### config.mk
export PLATFORM = sky130hd
export DESIGN_NAME = hs32_memory
export DESIGN_NICKNAME = d
export VERILOG_FILES = /design/src/rtl/hs32_memory.sv
export SDC_FILE = /design/constraint.sdc
export NUM_CORES = 1
export LEC_CHECK = 0
export BUFFER_PORTS_ARGS = -buffer_cell sky130_fd_sc_hd__buf_2
export CAP_MARGIN = 20
export CORE_ASPECT_RATIO = 1.2
export CORE_MARGIN = 5
export CORE_UTILIZATION = 42
export CTS_CLUSTER_SIZE = 28
export DETAILED_ROUTE_END_ITERATION = 8
export PLACE_DENSITY_LB_ADDON = 0.15
export SYNTH_ARGS = -nofsm -noshare
export SYNTH_HDL_FRONTEND = slang
export SYNTH_SLANG_ARGS = --single-unit
### constraint.sdc
create_clock -name clk -period 2.3 [get_ports clk]
set_clock_uncertainty 0.1 [all_clocks]
set_input_delay 0.46 -clock clk [delete_from_list [all_inputs] [get_ports clk]]
set_output_delay 0.46 -clock clk [all_outputs]
set_load 0.02 [all_outputs]
### src/rtl/hs32_memory.sv
//------------------------------------------------------------------------------
// Module   : hs32_memory
// Brief    : Pipeline memory stage. Performs one strobe/ack bus access per
//            load or store, writes loads and pass-through results back.
// Revision : 1.0  initial release
//------------------------------------------------------------------------------
`default_nettype none

module hs32_memory #(
  parameter int TIMEOUT = 255,
  parameter int CW      = 8
) (
  input  logic        clk,
  input  logic        reset,
  input  logic        valid_i,
  output logic        ready_o,
  input  logic [1:0]  op_i,
  input  logic [31:0] addr_i,
  input  logic [31:0] sdata_i,
  input  logic [3:0]  rd_i,
  input  logic        we_i,
  output logic [31:0] mem_addr_o,
  output logic [31:0] mem_dtw_o,
  input  logic [31:0] mem_dtr_i,
  output logic        mem_rw_o,
  output logic        mem_stb_o,
  input  logic        mem_ack_i,
  output logic [3:0]  wp_addr_o,
  output logic [31:0] wp_data_o,
  output logic        wp_we_o,
  output logic [3:0]  rd4_o,
  output logic        rd4_valid_o,
  output logic        fault_o
);

  localparam logic [1:0] c_idle     = 2'd0;
  localparam logic [1:0] c_bus      = 2'd1;
  localparam logic [1:0] c_wb       = 2'd2;
  localparam logic [1:0] c_op_load  = 2'b01;
  localparam logic [1:0] c_op_store = 2'b10;
  localparam logic [CW-1:0] c_timeout = CW'(TIMEOUT);
  localparam logic [CW-1:0] c_one     = {{(CW-1){1'b0}}, 1'b1};

  logic [1:0]    r_state;
  logic [CW-1:0] r_cnt;
  logic [31:0]   r_mem_addr;
  logic [31:0]   r_mem_dtw;
  logic          r_rw;
  logic          r_stb;
  logic [3:0]    r_wp_addr;
  logic [31:0]   r_wp_data;
  logic          r_wp_we;
  logic [3:0]    r_rd;
  logic          r_fault;

  logic          w_is_mem;
  logic [CW-1:0] w_cnt_next;
  logic          w_timeout;

  assign w_is_mem = (op_i == c_op_load) || (op_i == c_op_store);

  // Counter saturates at TIMEOUT; with TIMEOUT=0 it never leaves zero and never fires.
  assign w_cnt_next = (r_cnt == c_timeout) ? r_cnt : r_cnt + c_one;
  assign w_timeout  = (TIMEOUT != 0) && (w_cnt_next == c_timeout);

  always_ff @(posedge clk) begin
    if (reset) begin
      r_state    <= c_idle;
      r_cnt      <= '0;
      r_mem_addr <= 32'd0;
      r_mem_dtw  <= 32'd0;
      r_rw       <= 1'b0;
      r_stb      <= 1'b0;
      r_wp_addr  <= 4'd0;
      r_wp_data  <= 32'd0;
      r_wp_we    <= 1'b0;
      r_rd       <= 4'd0;
      r_fault    <= 1'b0;
    end else begin
      r_wp_we <= 1'b0;
      r_fault <= 1'b0;
      case (r_state)
        c_idle: begin
          if (valid_i) begin
            if (w_is_mem) begin
              if (addr_i[1:0] != 2'b00) begin
                r_fault <= 1'b1;
              end else begin
                r_state    <= c_bus;
                r_cnt      <= '0;
                r_stb      <= 1'b1;
                r_rw       <= (op_i == c_op_store);
                r_mem_addr <= addr_i;
                r_mem_dtw  <= (op_i == c_op_store) ? sdata_i : 32'd0;
                r_rd       <= rd_i;
              end
            end else begin
              r_wp_we   <= we_i;
              r_wp_addr <= rd_i;
              r_wp_data <= addr_i;
              r_rd      <= rd_i;
            end
          end
        end
        c_bus: begin
          if (mem_ack_i) begin
            r_stb <= 1'b0;
            if (r_rw) begin
              r_state <= c_idle;
            end else begin
              // Writeback registers double as the WB-state capture of read data.
              r_state   <= c_wb;
              r_wp_we   <= 1'b1;
              r_wp_addr <= r_rd;
              r_wp_data <= mem_dtr_i;
            end
          end else begin
            r_cnt <= w_cnt_next;
            if (w_timeout) begin
              r_stb   <= 1'b0;
              r_fault <= 1'b1;
              r_state <= c_idle;
            end
          end
        end
        c_wb: begin
          r_state <= c_idle;
        end
        default: begin
          r_state <= c_idle;
        end
      endcase
    end
  end

  assign ready_o     = (r_state == c_idle);
  assign mem_addr_o  = r_mem_addr;
  assign mem_dtw_o   = r_mem_dtw;
  assign mem_rw_o    = r_rw;
  assign mem_stb_o   = r_stb;
  assign wp_addr_o   = r_wp_addr;
  assign wp_data_o   = r_wp_data;
  assign wp_we_o     = r_wp_we;
  assign rd4_o       = r_rd;
  assign rd4_valid_o = ((r_state == c_bus) && !r_rw) || r_wp_we;
  assign fault_o     = r_fault;

endmodule

`default_nettype wire

==> flow_summary.toml, run 1 <==
[clocking]
path_clk_slew_ns = 0.06
htreeDepth = 4
cts_tree = "done"
cts_hold_buffers = 0
root_buffer = "clkbuf_16"
numCtsBuffers = 17
max-clock-path-buffers = 2
cts.sink_count = 118
clk_latency_ns = 0.40

[yosys]
synth-seq-area-share_pct = 50.2
synth_edf_count = 0
async_flop_share_pct = 0
synth_cells = 593
synth_cell_type_count = 37
synth_top_area_share_pct = 50.2
synth_area_mm2 = 0.00471
ys.flop_type = "dfxtp_1"
synth.net_count = 702
yosys_warnings = 0
ys_top_cells_by_area = "dfxtp_1 (50%), nand2_1 (14%), a311oi_1 (7.3%), a21oi_1 (7.2%), nor2_1 (4.6%)"
avgSynthCellArea_um2 = 7.94
ys_seq_elements = 118
yosys.area.top_type = "dfxtp_1"

[floorplanning]
die_h_um = 126
die_x_um = 107
core_area_mm2 = 0.0110
ios = 217
dieArea_mm2 = 0.0134
rows = 42
start_util_pct = 42.8

[run_status]
run_status = "complete, no violations"

[sta]
period_share_pct = 95.6
setup_violations = 0
hold_violations = 0
grt_setup_unrepaired = "no"
finalWorstSetupSlack_ns = 0.102
period_minus_slack_ns = 2.20
slew_headroom_pct = 69.1
tightest_slew_ns = 0.461
max_freq_mhz = 455
drv_slew = 0

[place]
place_congestion = 0.887
place_area_mm2 = 0.00599
place_ws_ns = -0.334
place_inst = 911
io_buffers = 216
post-dp-hpwl_mm = 10.4

[final_layout]
post-route-util_pct = 60.6
final_common_cell = "buf_2"
diodes = 0
nNetsFinal = 907
postLayoutCellArea_mm2 = 0.00665
drive_gt1_share_pct = 34.6
fill_cells = 989
area_growth_pct = 41.4
layout_common_cells = "buf_2 (215), nand2_1 (174), dfxtp_1 (118), a21oi_1 (67), nor2_1 (58)"
instances_no_fill = 943

[worst_setup_path]
critical_path_class = "in2reg"
cp_slowest_stage_delay_ns = 0.48
critPathMaxFanout = 67
startpoint_type = "input pin"
cp.required_ns = 2.48
arrival_ns = 2.38
crit_path_end_kind = "flop"
crit_slowest_cell = "or4b_4"
crit_chain = "buf_2 > inv_12 > ha_4 > or4b_4 > or3_2 > buf_12 > nand2b_1 > nor2_1"

[global_routing]
grt_pass1_vias = 4648
grt_max_degree = 68
overflow = 0
grt_usage_pct = 20.9
grt_pass1_wl_mm = 22.7
antenna_found_initial = 1

[drt]
post_drt_wl_per_cell_um = 15.2
first_iter_violations = 247
drc_errors = 0
drt-total-wl_mm = 14.3
antenna_left = 0
vias_per_cell = 5.18
vias = 4886
drtPass1Iterations = 5

[flow_run]
maxCapViolations = 0

[power]
power_density_mw_per_mm2 = 848
vdd_drop_max_mv = 0.400
leakage_nw = 2.95
power_w = 0.00564

[hold_path]
hold_class = "in2reg"
## metrics by stage
stage	hold slack, ns	TNS (ns)
after floorplan	0.393	-0.0132
after global placement	0.316	-12.40
after detailed placement	0.322	-14.80
after CTS	0.184	0
after global routing	0.198	0
final	0.201	0
## layer usage
layer | routed length (um) | part of all wire [%] | GRT usage [%] | vias up
met5 | 0 | 0 | 0 | -
met4 | 185 | 1.3 | 6.40 | 0
met3 | 1320 | 9.2 | 7.93 | 16
met2 | 7050 | 49 | 34.7 | 208
met1 | 5780 | 40 | 24.9 | 2219
li1 | - | - | - | 2443
## registers in the layout (all words and copies together) (netlist names)
signal and flops:
mem_addr_o 32, mem_stb_o 1, mem_dtw_o 32, fault_o 1, mem_rw_o 1, wp_data_o 32
r_state 2, r_cnt 8, wp_addr_o 4, rd4_o 4, wp_we_o 1
## path summary, 6_finish.rpt
| kind | from | endpoint | slack (ns) | depth (start not counted) |
|---|---|---|---|---|
| min | addr_i[18] | mem_addr_o[18] | 0.20 | 3 |
| min reg2reg | mem_addr_o[0] | mem_addr_o[0] | 0.33 | 2 |
| max reg2reg | r_cnt[0] | fault_o | 0.20 | 6 |
| max | op_i[0] | r_cnt[4] | 0.10 | 8 |
## kinds of logic after synthesis
| group | count (synthesis) | share of synthesized area, % |
|---|---|---|
| AND/OR/NAND/NOR | 297 | 26.7 |
| AO/OA/AOI/OAI | 118 | 16.4 |
| buffers and inverters | 51 | 4.68 |
| adder cells (fa/ha/maj) | 2 | 0.532 |
| flip-flops | 118 | 50.2 |
| multiplexers | 7 | 1.52 |
## cell type report
class / count / area [um^2] / area share (%)
tap: 132 / 165 / 2.48
clock buffer: 21 / 480 / 7.22
timing repair buffer: 234 / 1280 / 19.3
sequential: 118 / 2360 / 35.5
clock inverter: 11 / 171 / 2.58
multi-input combinational: 424 / 2170 / 32.6
inverter: 3 / 23.8 / 0.357
## synth_stat cells (all sizes together), types with 2 or more instances
cell,n
nor2,58
ha,2
dfxtp,118
a21oi,69
nor2b,2
clkbuf,39
buf,9
nand3,35
inv,3
o21ai,4
nand3b,3
nor4b,3
nand2b,3
a311oi,39
nand2,174
nor3,9
nand4,2
or2,2
mux2i,6
## power by group
| part | leakage (nW) | internal (W) | switching (W) |
|---|---|---|---|
| clock | 0.304 | 0.00193 | 0.000917 |
| combinational | 1.69 | 0.000244 | 0.000375 |
| sequential | 0.960 | 0.00213 | 0.0000445 |
| total | 2.95 | 0.00430 | 0.00134 |
## critical path: cells and delay by family
family	cells	cell delay, ns
adder cells (fa/ha/maj)	1	0.24
buffers and inverters	3	0.42
AND/OR/NAND/NOR	4	1.25
## timing repair
item | 4_1_cts | 5_1_grt
setup buffers | 0 | 0
gates resized for setup | 0 | 1
setup endpoints to repair | 0 | 2
Note: power is estimated with default switching activity, not from simulation.
==> run 2, diff against run 1 <==
==> constraint.sdc (replaced) <==
create_clock -name clk -period 2.3 [get_ports clk]
set_clock_uncertainty 0.1 [all_clocks]
set_input_delay 0.23 -clock clk [delete_from_list [all_inputs] [get_ports clk]]
set_output_delay 0.23 -clock clk [all_outputs]
set_load 0.02 [all_outputs]
==> run 2 against run 1 <==
  * Maximum frequency up 1.5%
  * First-iteration DRC count grew 6.1%
  * Clock power fell by 12%
  * Via count is 11% higher
  * Global-route usage is 2.8 points higher
  * Register-to-register slack worse by 0.07 ns
  * Sequential cell count stayed put
  * Combinational power grew 21%
  * Largest cell class unchanged
  * Largest power group unchanged
  * Highest routed layer unchanged
==> flow_summary.toml, run 2 (synthesis results as in run 1) <==
[drt]
vias = 5429
drtPass1Iterations = 5
post_drt_wl_per_cell_um = 15.8
vias_per_cell = 5.25
routed.top_layer = "met4"
first_iter_violations = 262
wl_met1_mm = 6.51
drt-total-wl_mm = 16.4
dr_wl_met2_mm = 7.94
drc_errors = 0
antenna_left = 0
route.met3.wl_mm = 1.36

[power]
swShare_pct = 24.8
power_density_mw_per_mm2 = 730
p_clk_share_pct = 46.0
p_seq_share_pct = 40.1
leakage_nw = 3.29
combinationalPowerShare_pct = 13.8
p_int_w = 0.00408
vdd_drop_max_mv = 0.510
power.switching_w = 0.00135

[worst_setup_path]
crit_chain = "ha_1 > nand4_1 > nor4b_1 > a31oi_1 > nor4_1 > a22o_1"
critical_path_class = "reg2reg"
startpoint_type = "flop"
arrival_ns = 2.40
critPathMaxFanout = 7
crit_slowest_cell = "nor4_1"
cp.required_ns = 2.53
crit_path_end_kind = "flop"
cp_slowest_stage_delay_ns = 0.45

[floorplanning]
rows = 42
start_util_pct = 42.8
core_area_mm2 = 0.0110
die_h_um = 126
ios = 217
dieArea_mm2 = 0.0134
die_x_um = 107

[sta]
tightest_slew_ns = 0.516
slew_headroom_pct = 65.4
max_freq_mhz = 462
drv_slew = 0
period_share_pct = 94.2
hold-worst-slack_ns = 0.0171
hold_violations = 0
setup_violations = 0
period_minus_slack_ns = 2.17
tns_ns = 0
finalWorstSetupSlack_ns = 0.133
grt_setup_unrepaired = "no"

[global_routing]
grt_max_degree = 52
overflow = 0
antenna_found_initial = 0
grt_usage_pct = 23.6
grt_pass1_wl_mm = 25.9
grt_pass1_vias = 5329

[clocking]
clk_latency_ns = 0.40
max-clock-path-buffers = 2
numCtsBuffers = 17
cts.sink_count = 118
cts_setup_buffers = 0
cts_tree = "done"
root_buffer = "clkbuf_16"
htreeDepth = 4
cts-resized-gates = 0
path_clk_slew_ns = 0.05

[final_layout]
final-seq-area_mm2 = 0.00236
layout_common_cells = "buf_2 (215), nand2_1 (174), dfxtp_1 (118), dlygate4sd3_1 (91), a21oi_1 (67)"
nNetsFinal = 998
fill_cells = 916
final_common_cell = "buf_2"
drive_gt1_share_pct = 30.4
diodes = 0
multi_input_area_mm2 = 0.00214
area_growth_pct = 57.9

[place]
io_buffers = 216
place_ws_ns = -0.0521
place_congestion = 0.853
post-dp-hpwl_mm = 10.5

[flow_run]
maxCapViolations = 0

[run_status]
run_status = "complete, no violations"

[hold_path]
hold_class = "in2reg"
==> run 2: cell count changes in the layout (fill, tap and decap cells not counted), sizes merged <==
cell / delta
clkinvlp: -3
clkinv: +4
dlygate4sd3: +91
bufinv: -2
clkbuf: +1
==> run 2: layer usage <==
metal / GRT usage (%) / vias up
met5: 0 / -
met4: 12.3 / 0
met3: 8.09 / 50
met2: 39.4 / 252
met1: 26.5 / 2504
li1: - / 2623
==> run 2: final timing paths <==
check / start / to / slack [ns] / cells past startpoint
min: sdata_i[6] / mem_dtw_o[6] / 0.02 / 3
max: r_cnt[0] / fault_o / 0.13 / 6
max reg2reg: r_cnt[0] / fault_o / 0.13 / 6
min reg2reg: mem_addr_o[1] / mem_addr_o[1] / 0.32 / 2
==> run 2: area by class of cell <==
type | instances | area share (%)
multi-input combinational | 424 | 28.8
tap | 132 | 2.22
sequential | 118 | 31.8
clock buffer | 22 | 6.11
clock inverter | 10 | 1.41
timing repair buffer | 325 | 29.5
inverter | 3 | 0.152
==> run 2: metrics by stage <==
stage	total power (W)	utilization [%]	std cells	instance area [um^2]
3_5_place_dp	0.00283	54.3	911	5960
5_1_grt	0.00564	67.7	1034	7430
6_report	0.00543	67.7	1034	7430
3_3_place_gp	0.00282	54.3	911	5960
4_1_cts	0.00545	67.7	1034	7430
2_1_floorplan	0.00256	-	593	4710
==> run 2: power by group through the flow <==
stage	Sequential, W	Combinational (W)	Clock, W
detailed placement	0.00222	0.000616	0
global route	0.00219	0.000812	0.00264
global placement	0.00221	0.000605	0
CTS	0.00218	0.000738	0.00254
floorplan	0.00232	0.000238	0
finish	0.00218	0.000751	0.00250
==> run 2: critical path, delay by kind of cell (launching register included) <==
family | cells | cell delay, ns
AO/OA/AOI/OAI | 2 | 0.36
adder cells (fa/ha/maj) | 1 | 0.30
flip-flops | 1 | 0.41
AND/OR/NAND/NOR | 3 | 0.93
==> run 2: what timing repair did <==
action,CTS,global route
endpoints found under the hold margin,92,0
endpoints found under the setup margin,0,0
hold buffers,91,0
